[src/rtl/mc_ctrl_fsm_if.sv]
// mc_ctrl_fsm_if: signal bundle between the multicycle controller and the datapath/memories.
// Parameters: OP_W, FUNC_W, ALUOP_W (must match the controller instance).
// master modport: controller side (samples op/func/imem_ready/dmem_ready, drives controls and trap status)
// slave modport:  datapath side (drives op/func/readies, samples controls and trap status)
interface mc_ctrl_fsm_if #(
    parameter int OP_W    = 4,
    parameter int FUNC_W  = 4,
    parameter int ALUOP_W = 3
);
    logic [OP_W-1:0]    op;
    logic [FUNC_W-1:0]  func;
    logic               imem_ready;
    logic               dmem_ready;
    logic [1:0]         ALUSrc1;
    logic [1:0]         ALUSrc2;
    logic [ALUOP_W-1:0] ALUop;
    logic               IntMemRead;
    logic               PCWrite;
    logic               PCWriteCond;
    logic               FlagSel;
    logic               IRWrite;
    logic               PCSrc;
    logic               RegRead;
    logic               MemtoReg;
    logic               ExOp;
    logic               RegWrite;
    logic               MemRead;
    logic               MemWrite;
    logic               trap;
    logic [1:0]         trap_cause;
    logic               halted;

    modport master (
        input  op, func, imem_ready, dmem_ready,
        output ALUSrc1, ALUSrc2, ALUop, IntMemRead, PCWrite, PCWriteCond, FlagSel, IRWrite,
               PCSrc, RegRead, MemtoReg, ExOp, RegWrite, MemRead, MemWrite, trap, trap_cause, halted
    );

    modport slave (
        output op, func, imem_ready, dmem_ready,
        input  ALUSrc1, ALUSrc2, ALUop, IntMemRead, PCWrite, PCWriteCond, FlagSel, IRWrite,
               PCSrc, RegRead, MemtoReg, ExOp, RegWrite, MemRead, MemWrite, trap, trap_cause, halted
    );
endinterface

[src/rtl/mc_ctrl_fsm.sv]
// mc_ctrl_fsm: multicycle control unit for the 4-bit-opcode datapath.
// Ports: clk (rising edge), rst (asynchronous, active-low),
//        bus (mc_ctrl_fsm_if.master): op/func from IR, imem_ready/dmem_ready handshakes,
//        datapath controls, trap pulse, sticky trap_cause (01 illegal, 10 timeout), halted.
// Parameters: OP_W, FUNC_W, ALUOP_W widths; WAIT_MAX stall-cycle limit per handshake (0 = unlimited).
// Optional feature: define MC_CTRL_HALT_EN to decode op 0000 / func 0000 as HALT.
module mc_ctrl_fsm #(
    parameter int OP_W     = 4,
    parameter int FUNC_W   = 4,
    parameter int ALUOP_W  = 3,
    parameter int WAIT_MAX = 15
) (
    input logic           clk,
    input logic           rst,
    mc_ctrl_fsm_if.master bus
);
    localparam int CNT_W = (WAIT_MAX > 0) ? $clog2(WAIT_MAX + 1) : 1;

    localparam logic [3:0] S_IF      = 4'd0;
    localparam logic [3:0] S_ID      = 4'd1;
    localparam logic [3:0] S_EX_ALU  = 4'd2;
    localparam logic [3:0] S_EX_BR   = 4'd3;
    localparam logic [3:0] S_EX_JMP  = 4'd4;
    localparam logic [3:0] S_EX_ADDR = 4'd5;
    localparam logic [3:0] S_MEM_LD  = 4'd6;
    localparam logic [3:0] S_MEM_ST  = 4'd7;
    localparam logic [3:0] S_WB_LD   = 4'd8;
    localparam logic [3:0] S_TRAP    = 4'd9;
    localparam logic [3:0] S_HALT    = 4'd10;

    logic [3:0]       state, next, id_next, halt_sel;
    logic [CNT_W-1:0] cnt;
    logic [3:0]       dec_op;
    logic [1:0]       dec_func;
    logic [1:0]       cause;
    logic             op_ok, func_ok, waiting, ready, timeout, ext;
    logic [2:0]       alu_code;
    logic [1:0]       src1, src2;

    // Opcode/func bits above the 4-bit field must be zero to be legal.
    assign op_ok   = (bus.op >> 4) == '0;
    assign func_ok = (bus.func >> 4) == '0;

`ifdef MC_CTRL_HALT_EN
    assign halt_sel   = (func_ok && bus.func[3:0] == 4'd0) ? S_HALT : S_TRAP;
    assign bus.halted = state == S_HALT;
`else
    assign halt_sel   = S_TRAP;
    assign bus.halted = 1'b0;
`endif

    always_comb begin
        id_next = S_EX_ALU;
        case (bus.op[3:0])
            4'b0000:          id_next = (func_ok && bus.func[3:0] inside {4'd1, 4'd2, 4'd3}) ? S_EX_ALU : halt_sel;
            4'b0001, 4'b0010: id_next = S_EX_ADDR;
            4'b0011:          id_next = S_EX_JMP;
            4'b0100, 4'b0101: id_next = S_EX_BR;
            default:          id_next = S_EX_ALU;
        endcase
        if (!op_ok) id_next = S_TRAP;
    end

    // Only IF, MEM_LD and MEM_ST wait on a handshake; the counter restarts on every state change.
    assign waiting = state == S_IF || state == S_MEM_LD || state == S_MEM_ST;
    assign ready   = (state == S_IF) ? bus.imem_ready : bus.dmem_ready;
    assign timeout = (WAIT_MAX != 0) && cnt == CNT_W'(WAIT_MAX) && !ready;

    always_comb begin
        next = S_IF;
        case (state)
            S_IF:      next = bus.imem_ready ? S_ID : timeout ? S_TRAP : S_IF;
            S_ID:      next = id_next;
            S_EX_ADDR: next = (dec_op == 4'b0001) ? S_MEM_LD : S_MEM_ST;
            S_MEM_LD:  next = bus.dmem_ready ? S_WB_LD : timeout ? S_TRAP : S_MEM_LD;
            S_MEM_ST:  next = bus.dmem_ready ? S_IF : timeout ? S_TRAP : S_MEM_ST;
            S_HALT:    next = S_HALT;
            default:   next = S_IF;
        endcase
    end

    always_ff @(posedge clk or negedge rst) begin
        if (!rst) begin
            state    <= S_IF;
            cnt      <= '0;
            dec_op   <= '0;
            dec_func <= '0;
            cause    <= 2'b00;
        end else begin
            state <= next;
            cnt   <= (waiting && next == state) ? cnt + 1'b1 : '0;
            if (state == S_ID) begin
                dec_op   <= bus.op[3:0];
                dec_func <= bus.func[1:0];
            end
            // Traps out of ID are decode faults; all others are handshake timeouts.
            if (next == S_TRAP) cause <= (state == S_ID) ? 2'b01 : 2'b10;
        end
    end

    // EX_ALU controls from the latched opcode; shifts map func 1..3 onto ALU codes 2..4.
    always_comb begin
        alu_code = 3'd0;
        src1     = 2'b01;
        src2     = 2'b00;
        case (dec_op)
            4'b0000:                   alu_code = {1'b0, dec_func} + 3'd1;
            4'b1100, 4'b1101, 4'b1110: alu_code = 3'd1;
            4'b1011, 4'b0111:          alu_code = 3'd5;
            4'b1111, 4'b0110:          alu_code = 3'd6;
            default:                   alu_code = 3'd0;
        endcase
        if (dec_op == 4'b0000) src1 = 2'b10;
        if (dec_op inside {4'b1001, 4'b1010, 4'b1101, 4'b1110, 4'b0111, 4'b0110}) begin
            src1 = 2'b10;
            src2 = 2'b10;
        end
    end

    assign ext            = dec_op == 4'b1010 || dec_op == 4'b1110;
    assign bus.trap_cause = cause;

    always_comb begin
        bus.ALUSrc1     = 2'b00;
        bus.ALUSrc2     = 2'b00;
        bus.ALUop       = '0;
        bus.IntMemRead  = 1'b0;
        bus.PCWrite     = 1'b0;
        bus.PCWriteCond = 1'b0;
        bus.FlagSel     = 1'b0;
        bus.IRWrite     = 1'b0;
        bus.PCSrc       = 1'b0;
        bus.RegRead     = 1'b0;
        bus.MemtoReg    = 1'b0;
        bus.ExOp        = 1'b0;
        bus.RegWrite    = 1'b0;
        bus.MemRead     = 1'b0;
        bus.MemWrite    = 1'b0;
        bus.trap        = 1'b0;
        case (state)
            S_IF: begin
                bus.IntMemRead = 1'b1;
                bus.ALUSrc2    = 2'b01;
                bus.PCWrite    = bus.imem_ready;
                bus.IRWrite    = bus.imem_ready;
            end
            S_ID: bus.RegRead = 1'b1;
            S_EX_ALU: begin
                bus.RegWrite = 1'b1;
                bus.MemtoReg = 1'b1;
                bus.ALUSrc1  = src1;
                bus.ALUSrc2  = src2;
                bus.ALUop    = ALUOP_W'(alu_code);
                bus.ExOp     = ext;
            end
            S_EX_BR: begin
                bus.PCSrc       = 1'b1;
                bus.PCWriteCond = 1'b1;
                bus.ALUSrc1     = 2'b01;
                bus.ALUop       = ALUOP_W'(3'd1);
                bus.FlagSel     = dec_op[0];
            end
            S_EX_JMP: begin
                bus.PCWrite = 1'b1;
                bus.ALUSrc2 = 2'b11;
            end
            S_EX_ADDR: begin
                bus.ALUSrc1 = 2'b01;
                bus.ALUSrc2 = 2'b10;
            end
            S_MEM_LD: bus.MemRead  = 1'b1;
            S_MEM_ST: bus.MemWrite = 1'b1;
            S_WB_LD:  bus.RegWrite = 1'b1;
            S_TRAP:   bus.trap     = 1'b1;
            default:  ;
        endcase
    end
endmodule
[src/flat_wrapper.sv]
// flat-port wrapper written by rule: the top's interface ports become plain ports
module mc_ctrl_fsm_flat 
#(
    parameter int OP_W     = 4,
    parameter int FUNC_W   = 4,
    parameter int ALUOP_W  = 3,
    parameter int WAIT_MAX = 15
)
  (clk, rst, bus_op, bus_func, bus_imem_ready, bus_dmem_ready, bus_ALUSrc1, bus_ALUSrc2, bus_ALUop, bus_IntMemRead, bus_PCWrite, bus_PCWriteCond, bus_FlagSel, bus_IRWrite, bus_PCSrc, bus_RegRead, bus_MemtoReg, bus_ExOp, bus_RegWrite, bus_MemRead, bus_MemWrite, bus_trap, bus_trap_cause, bus_halted);
  mc_ctrl_fsm_if #(.OP_W(OP_W), .FUNC_W(FUNC_W), .ALUOP_W(ALUOP_W)) bus_i ();
  input logic clk;
  input logic rst;
  input wire logic [$bits(bus_i.op)-1:0] bus_op;
  input wire logic [$bits(bus_i.func)-1:0] bus_func;
  input wire logic [$bits(bus_i.imem_ready)-1:0] bus_imem_ready;
  input wire logic [$bits(bus_i.dmem_ready)-1:0] bus_dmem_ready;
  output wire logic [$bits(bus_i.ALUSrc1)-1:0] bus_ALUSrc1;
  output wire logic [$bits(bus_i.ALUSrc2)-1:0] bus_ALUSrc2;
  output wire logic [$bits(bus_i.ALUop)-1:0] bus_ALUop;
  output wire logic [$bits(bus_i.IntMemRead)-1:0] bus_IntMemRead;
  output wire logic [$bits(bus_i.PCWrite)-1:0] bus_PCWrite;
  output wire logic [$bits(bus_i.PCWriteCond)-1:0] bus_PCWriteCond;
  output wire logic [$bits(bus_i.FlagSel)-1:0] bus_FlagSel;
  output wire logic [$bits(bus_i.IRWrite)-1:0] bus_IRWrite;
  output wire logic [$bits(bus_i.PCSrc)-1:0] bus_PCSrc;
  output wire logic [$bits(bus_i.RegRead)-1:0] bus_RegRead;
  output wire logic [$bits(bus_i.MemtoReg)-1:0] bus_MemtoReg;
  output wire logic [$bits(bus_i.ExOp)-1:0] bus_ExOp;
  output wire logic [$bits(bus_i.RegWrite)-1:0] bus_RegWrite;
  output wire logic [$bits(bus_i.MemRead)-1:0] bus_MemRead;
  output wire logic [$bits(bus_i.MemWrite)-1:0] bus_MemWrite;
  output wire logic [$bits(bus_i.trap)-1:0] bus_trap;
  output wire logic [$bits(bus_i.trap_cause)-1:0] bus_trap_cause;
  output wire logic [$bits(bus_i.halted)-1:0] bus_halted;
  assign bus_i.op = bus_op;
  assign bus_i.func = bus_func;
  assign bus_i.imem_ready = bus_imem_ready;
  assign bus_i.dmem_ready = bus_dmem_ready;
  assign bus_ALUSrc1 = bus_i.ALUSrc1;
  assign bus_ALUSrc2 = bus_i.ALUSrc2;
  assign bus_ALUop = bus_i.ALUop;
  assign bus_IntMemRead = bus_i.IntMemRead;
  assign bus_PCWrite = bus_i.PCWrite;
  assign bus_PCWriteCond = bus_i.PCWriteCond;
  assign bus_FlagSel = bus_i.FlagSel;
  assign bus_IRWrite = bus_i.IRWrite;
  assign bus_PCSrc = bus_i.PCSrc;
  assign bus_RegRead = bus_i.RegRead;
  assign bus_MemtoReg = bus_i.MemtoReg;
  assign bus_ExOp = bus_i.ExOp;
  assign bus_RegWrite = bus_i.RegWrite;
  assign bus_MemRead = bus_i.MemRead;
  assign bus_MemWrite = bus_i.MemWrite;
  assign bus_trap = bus_i.trap;
  assign bus_trap_cause = bus_i.trap_cause;
  assign bus_halted = bus_i.halted;
  mc_ctrl_fsm #(.OP_W(OP_W), .FUNC_W(FUNC_W), .ALUOP_W(ALUOP_W), .WAIT_MAX(WAIT_MAX)) u_core (.clk(clk), .rst(rst), .bus(bus_i));
endmodule
[config.mk]
export PLATFORM = sky130hd
export DESIGN_NAME = mc_ctrl_fsm_flat
export DESIGN_NICKNAME = d
export VERILOG_FILES = /design/src/rtl/mc_ctrl_fsm_if.sv /design/src/rtl/mc_ctrl_fsm.sv /design/src/flat_wrapper.sv
export SDC_FILE = /design/constraint.sdc
export NUM_CORES = 1
export LEC_CHECK = 0
export CORE_MARGIN = 2
export CORE_UTILIZATION = 35
export DETAILED_ROUTE_END_ITERATION = 8
export MAX_ROUTING_LAYER = met4
export PLACE_DENSITY = 0.62
export SLEW_MARGIN = 30
export SYNTH_ARGS = -nofsm -noshare
export SYNTH_HDL_FRONTEND = slang
export SYNTH_SLANG_ARGS = --single-unit
export TNS_END_PERCENT = 10
[constraint.sdc]
create_clock -name clk -period 1.99 [get_ports clk]
set_input_delay 0.2985 -clock clk [delete_from_list [all_inputs] [get_ports clk]]
set_output_delay 0.2985 -clock clk [all_outputs]
set_load 0.01 [all_outputs]
* Word-level counts from Yosys, hierarchy flattened
Index checks and enable logic that the tools add are counted.
** Storage, ports and cells
- Bits in registers :: 16
- Input port bits :: 12
- Output and inout bits :: 23
- Logic and storage cells :: 88
** Cells by class
- $add $sub $neg :: 2
- Eq/ne operators :: 31
- Mux-type cells :: 32
- Reduce and logical (&&, ||, !) cells :: 18
** Operators with widths (count)
- $eq 4x4->1 const B :: 12
- $eq 4x3->1 const B :: 8
- $mux 4 :: 8
- $eq 4x2->1 const B :: 6
- $pmux 4 s6 :: 1
- $eq 4x1->1 const B :: 4
- $pmux 4 s4 :: 1
- $mux 1 :: 13
- $logic_not 4->1 :: 3
- $pmux 3 s4 :: 1
- $reduce_or 2->1 :: 6
- $mux 2 :: 4
- $pmux 2 s4 :: 1
- $pmux 3 s2 :: 1
- $reduce_bool 6->1 :: 1
- $add 4x1->4 const B :: 1
- $eq 4x4->1 :: 1
- $pmux 2 s2 :: 1
- $add 2x1->3 const B :: 1
- $logic_or 1x1->1 :: 3
- $reduce_bool 3->1 :: 1
- $reduce_or 3->1 :: 1
- $logic_and 1x1->1 :: 2
- $pmux 1 s2 :: 1
- $logic_not 1->1 :: 1

* Longest topological paths before layout
- Word-level depth :: 10
- Gate-level depth with buffers :: 6
- Mapped depth without buffers :: 6

* Worst setup path after synthesis
OpenSTA, ideal clock, no wires.
- Kind :: reg-to-output
- From :: reg u_core.state[0]
- To :: out bus_ExOp
- Data arrival time :: 1466 ps
- Data required time :: 1691 ps
- Slack :: 226 ps
- Cell stages (with the launch flop) :: 5
- Buffers on the path :: 1
- Cells stage by stage :: dfrtp_1 > clkbuf_1 > nand2b_1 > or3_1 > nor3_1
** Between the ends
- Longest elaborated chain between the ends :: 2
** Ends and longest elaborated chain
- start, declared :: RTL line mc_ctrl_fsm.sv:31 : logic [3:0] state, next, id_next, halt_sel;
- start signal, assigned :: RTL line mc_ctrl_fsm.sv:90 : state <= next;
- $eq 4x2->1 :: RTL line mc_ctrl_fsm.sv:140 : case (state)
- $mux 1 :: RTL line mc_ctrl_fsm.sv:140
- end, declared :: RTL line flat_wrapper.sv:28 : output wire logic [$bits(bus_i.ExOp)-1:0] bus_ExOp;
Every way passes these cells.

* Worst setup path after layout
- From :: reg u_core.state[2]
- To :: out bus_MemWrite
** Between the ends
- Longest elaborated chain between the ends :: 2
** Ends and longest elaborated chain
- $eq 4x3->1 :: RTL line mc_ctrl_fsm.sv:140
- $mux 1 :: RTL line mc_ctrl_fsm.sv:140
- end, declared :: RTL line flat_wrapper.sv:31 : output wire logic [$bits(bus_i.MemWrite)-1:0] bus_MemWrite;
Every way passes these cells.

==> implementation parameters <==
Parameter                              Value

CTS
  TritonCTS clock tree    built
  Clock-pin slew on the worst setup and hold paths    around 80 ps
  Clock buffer count from CTS    3
  Hold buffer count at CTS    0
  Clock tree sinks    16
  Clock tree root driver cell    sky130_fd_sc_hd__clkbuf_4
  Bufs on Longest Clock Path    2
  H-tree levels    1
  Clock network latency to the later pin of the worst-skew pair    270 ps

Synthesis
  Share of the synthesized netlist area taken by xor and xnor gates    under 10%
  Share of the synthesized area in the top cell type    33.6%
  Distinct cell type count after synthesis    47
  Number of storage elements in the synthesis netlist    16
  Share of the synthesized area in compound gates (AO/OA/AOI/OAI)    approximately 17%
  Gate count after technology mapping    137
  Synthesized cell area    around 1200 sq um
  Multiplexer area fraction after synthesis    roughly 5.7%
  Number of flops mapped to enable cells by yosys    0
  Simple-gate portion of the synthesized area    about a third
  Yosys synthesis warning count    0
  Mean area per synthesized cell    between 8 and 9 sq um
  Adder and majority cell fraction of the synthesized area    under 10%
  Dominant combinational cell family by area after synthesis    simple AND/OR/NAND/NOR gates
  Sequential-to-total area share from yosys stat    between 30% and 40%
  Largest area contributor in the synthesized netlist    sky130_fd_sc_hd__dfrtp_1
  Mapped Nets    around 150
  Predominant post-synthesis flop cell    sky130_fd_sc_hd__dfrtp_1
  Synth async-reset ratio    100%
  Dominant cells by area after synthesis    sky130_fd_sc_hd__dfrtp_1, sky130_fd_sc_hd__mux2_2, sky130_fd_sc_hd__nand2_1

Placed design
  Quantity of I/O buffers inserted on ports    33
  Post-detailed-placement half-perimeter wirelength    ~2.3 mm
  Final RePlAce weighted congestion    approximately 0.8
  Post-Place Cell Area    1680 sq um

Timing
  Unrepaired setup endpoints after global routing    true
  Fin crit period    2030 ps
  Crit path setup slack, layout    -36.2 ps
  Share of the clock period used by the worst path    102%
  Hold Fails Final Rpt    0
  Maximum achievable frequency    just under 500 MHz
  Total Neg Setup Slack    -59.2 ps
  Max-slew violation total from the final report    0
  # setup viols final    2
  Clock skew after layout    1.38 ps

Final layout
  Reg area    roughly 400 sq um
  Most frequent standard cell in the layout excluding fill and tap cells    sky130_fd_sc_hd__buf_4
  Layout Nets    about 200
  Diode count    0
  Share of cells above drive strength 1    about 29%
  Final-layout fill cell count    357
  Commonest cells after routing, fill and taps aside    sky130_fd_sc_hd__buf_4, sky130_fd_sc_hd__clkdlybuf4s50_1, sky130_fd_sc_hd__nand2_1
  Post-route standard cell area excluding fillers    between 1500 and 2000 sq um
  Area growth from synthesis to layout    46.8%
  Area of the multi-input gates    approximately 760 sq um

Critical path
  Crit path capture type    output port
  Kind of start point of the critical path    register
  Crit path required time    1690 ps
  Critical Setup Path Class    reg2out
  Worst-path fanout max    8
  Endpoint arrival time on the critical path    ~1700 ps

Die
  Core outline area    3310 sq um
  Floorplan row count    21
  Total Die Area    ~3900 sq um
  Die boundary width    a little over 60 microns
  I/O pin count    35
  Initial core utilization    35.9%
  Die Height    about 62 microns

Route
  Detailed-route wire length    approximately 3.0 mm
  Number of vias after detailed routing    about 1.2k
  Count of antenna-violating nets left after detailed routing    0
  DRC violation total after the first TritonRoute iteration    40
  Number of iterations in the first detailed-routing pass    4
  Detailed-route vias per instance    between 5 and 6
  DRC    0
  Avg WL per Cell    approximately 13 microns

Global route
  Aggregate global-route resource usage    16.2%
  Largest net degree at the start of global routing    20
  Wire length of the first global-routing pass    approximately 5 mm
  Via count of the first global-routing pass    1131
  Global route overflow    0
  Initial antenna violation count    0

Pwr
  Static Leak    between 0.0008 and 0.0009 uW
  Relative contribution of sequential cells to total power    between 20% and 30%
  Pwr dens    between 1000 and 1500 nW/um^2
  P_int    approximately 1400 uW
  Relative contribution of combinational cells to total power    between 60% and 70%
  Net switching power    939 uW
  Sw Ratio    between 40% and 50%
  Clock network fraction of design power    6.8%
  Peak ir drop on the vdd network    ~0.6 mV

Run
  Count of maximum capacitance violations    0

Status
  Violated checks    setup timing
  Run status    complete, but fails checks

Min path
  Hold WC Path Type    in2async
[cell families (layout without fill, tap and decap cells)]
| logic type | after synthesis | count (layout) |
|---|---|---|
| AND/OR/NAND/NOR | 64 | 64 |
| AO/OA/AOI/OAI | 30 | 30 |
| flip-flops | 16 | 16 |
| buffers and inverters | 13 | 61 |
| multiplexers | 6 | 6 |
| XOR/XNOR | 5 | 5 |
| adder cells (fa/ha/maj) | 2 | 2 |
| other | 1 | 1 |
[what timing repair did]
item,in CTS,in global routing
setup endpoints to repair,18,11
setup buffers,3,0
resized for setup,35,13
pin swaps,1,0
[critical path, cell delays in order, from the launching register on]
cell                              delay, ps
sky130_fd_sc_hd__dfrtp_1                410
sky130_fd_sc_hd__buf_4                  180
sky130_fd_sc_hd__nor2b_4                170
sky130_fd_sc_hd__and3_1                 170
sky130_fd_sc_hd__clkdlybuf4s50_1        530
[power groups by stage]
stage	Clock, uW	Sequential, uW	Combinational (uW)
3_5_place_dp	0	576	1540
6_report	158	586	1590
2_1_floorplan	0	533	944
5_1_grt	183	604	1730
3_3_place_gp	0	565	1510
4_1_cts	168	575	1560
[synthesized netlist by cell type, types with 2 or more instances]
cell and instances:
sky130_fd_sc_hd__or3_1 2, sky130_fd_sc_hd__inv_1 2, sky130_fd_sc_hd__and3_1 2, sky130_fd_sc_hd__nor3_1 3
sky130_fd_sc_hd__clkbuf_1 5, sky130_fd_sc_hd__mux2_2 6, sky130_fd_sc_hd__o211ai_1 2, sky130_fd_sc_hd__dfrtp_1 16
sky130_fd_sc_hd__xor2_1 2, sky130_fd_sc_hd__o21ai_0 5, sky130_fd_sc_hd__nand3_1 4, sky130_fd_sc_hd__nor2_1 10
sky130_fd_sc_hd__buf_6 2, sky130_fd_sc_hd__nand3b_1 6, sky130_fd_sc_hd__xnor2_1 3, sky130_fd_sc_hd__nor3b_1 2
sky130_fd_sc_hd__nand2b_1 4, sky130_fd_sc_hd__buf_4 2, sky130_fd_sc_hd__ha_1 2, sky130_fd_sc_hd__a21oi_1 10
sky130_fd_sc_hd__and2_1 3, sky130_fd_sc_hd__nand2_1 14, sky130_fd_sc_hd__nor2b_1 6
[final cells by class]
type                    count  area share (%)
clock buffers               3            1.29
flip-flops and latches     16            23.2
inverters                   2           0.430
repair buffers             56            28.4
multi-input cells         108            43.4
well taps                  46            3.30
[path summary, 6_finish.rpt]
| path | startpoint | depth (start not counted) | slack [ps] | end |
|---|---|---|---|---|
| setup / recovery | u_core.state[2]$_DFF_PN0_ | 4 | -40 | bus_MemWrite |
| hold / removal | rst | 2 | 340 | u_core.bus.trap_cause[1]$_DFFE_PN0N_ |
| setup reg to reg | u_core.state[1]$_DFF_PN0_ | 8 | 160 | u_core.cnt[0]$_DFF_PN0_ |
| hold reg to reg | u_core.cnt[0]$_DFF_PN0_ | 1 | 460 | u_core.cnt[0]$_DFF_PN0_ |
| max in group asynchronous | rst | 2 | 1460 | u_core.dec_op[2]$_DFFE_PN0P_ |
| min in group clk | u_core.cnt[0]$_DFF_PN0_ | 1 | 460 | u_core.cnt[0]$_DFF_PN0_ |
[routing by layer]
layer	routed length (microns)	track usage [%]	part of all wire [%]	vias to the layer above
met5	0	-	0	-
met4	40	5.83	1.3	0
met3	94	1.81	3.2	4
met2	1490	27.3	50	23
met1	1340	20.1	45	547
li1	-	-	-	586
[stage by stage]
step           total power (uW)  utilization [%]  setup WS (ps)  instances  hold slack, ps
2_1_floorplan              1480                -            226        137            2.91
3_3_place_gp               2080             50.6          -63.5        225             443
3_5_place_dp               2120             50.6           -107        225             448
4_1_cts                    2300             52.0           -154        231             335
5_1_grt                    2520             52.8           -142        231             356
6_report                   2330             52.8          -36.2        231             338
[sequential cells by signal (all words and copies together), names as in the netlist]
signal and flops:
u_core.dec_op 4, u_core.state 4, u_core.dec_func 2, u_core.cnt 4, u_core.bus.trap_cause 2
Note: power is estimated with default switching activity, not from simulation.
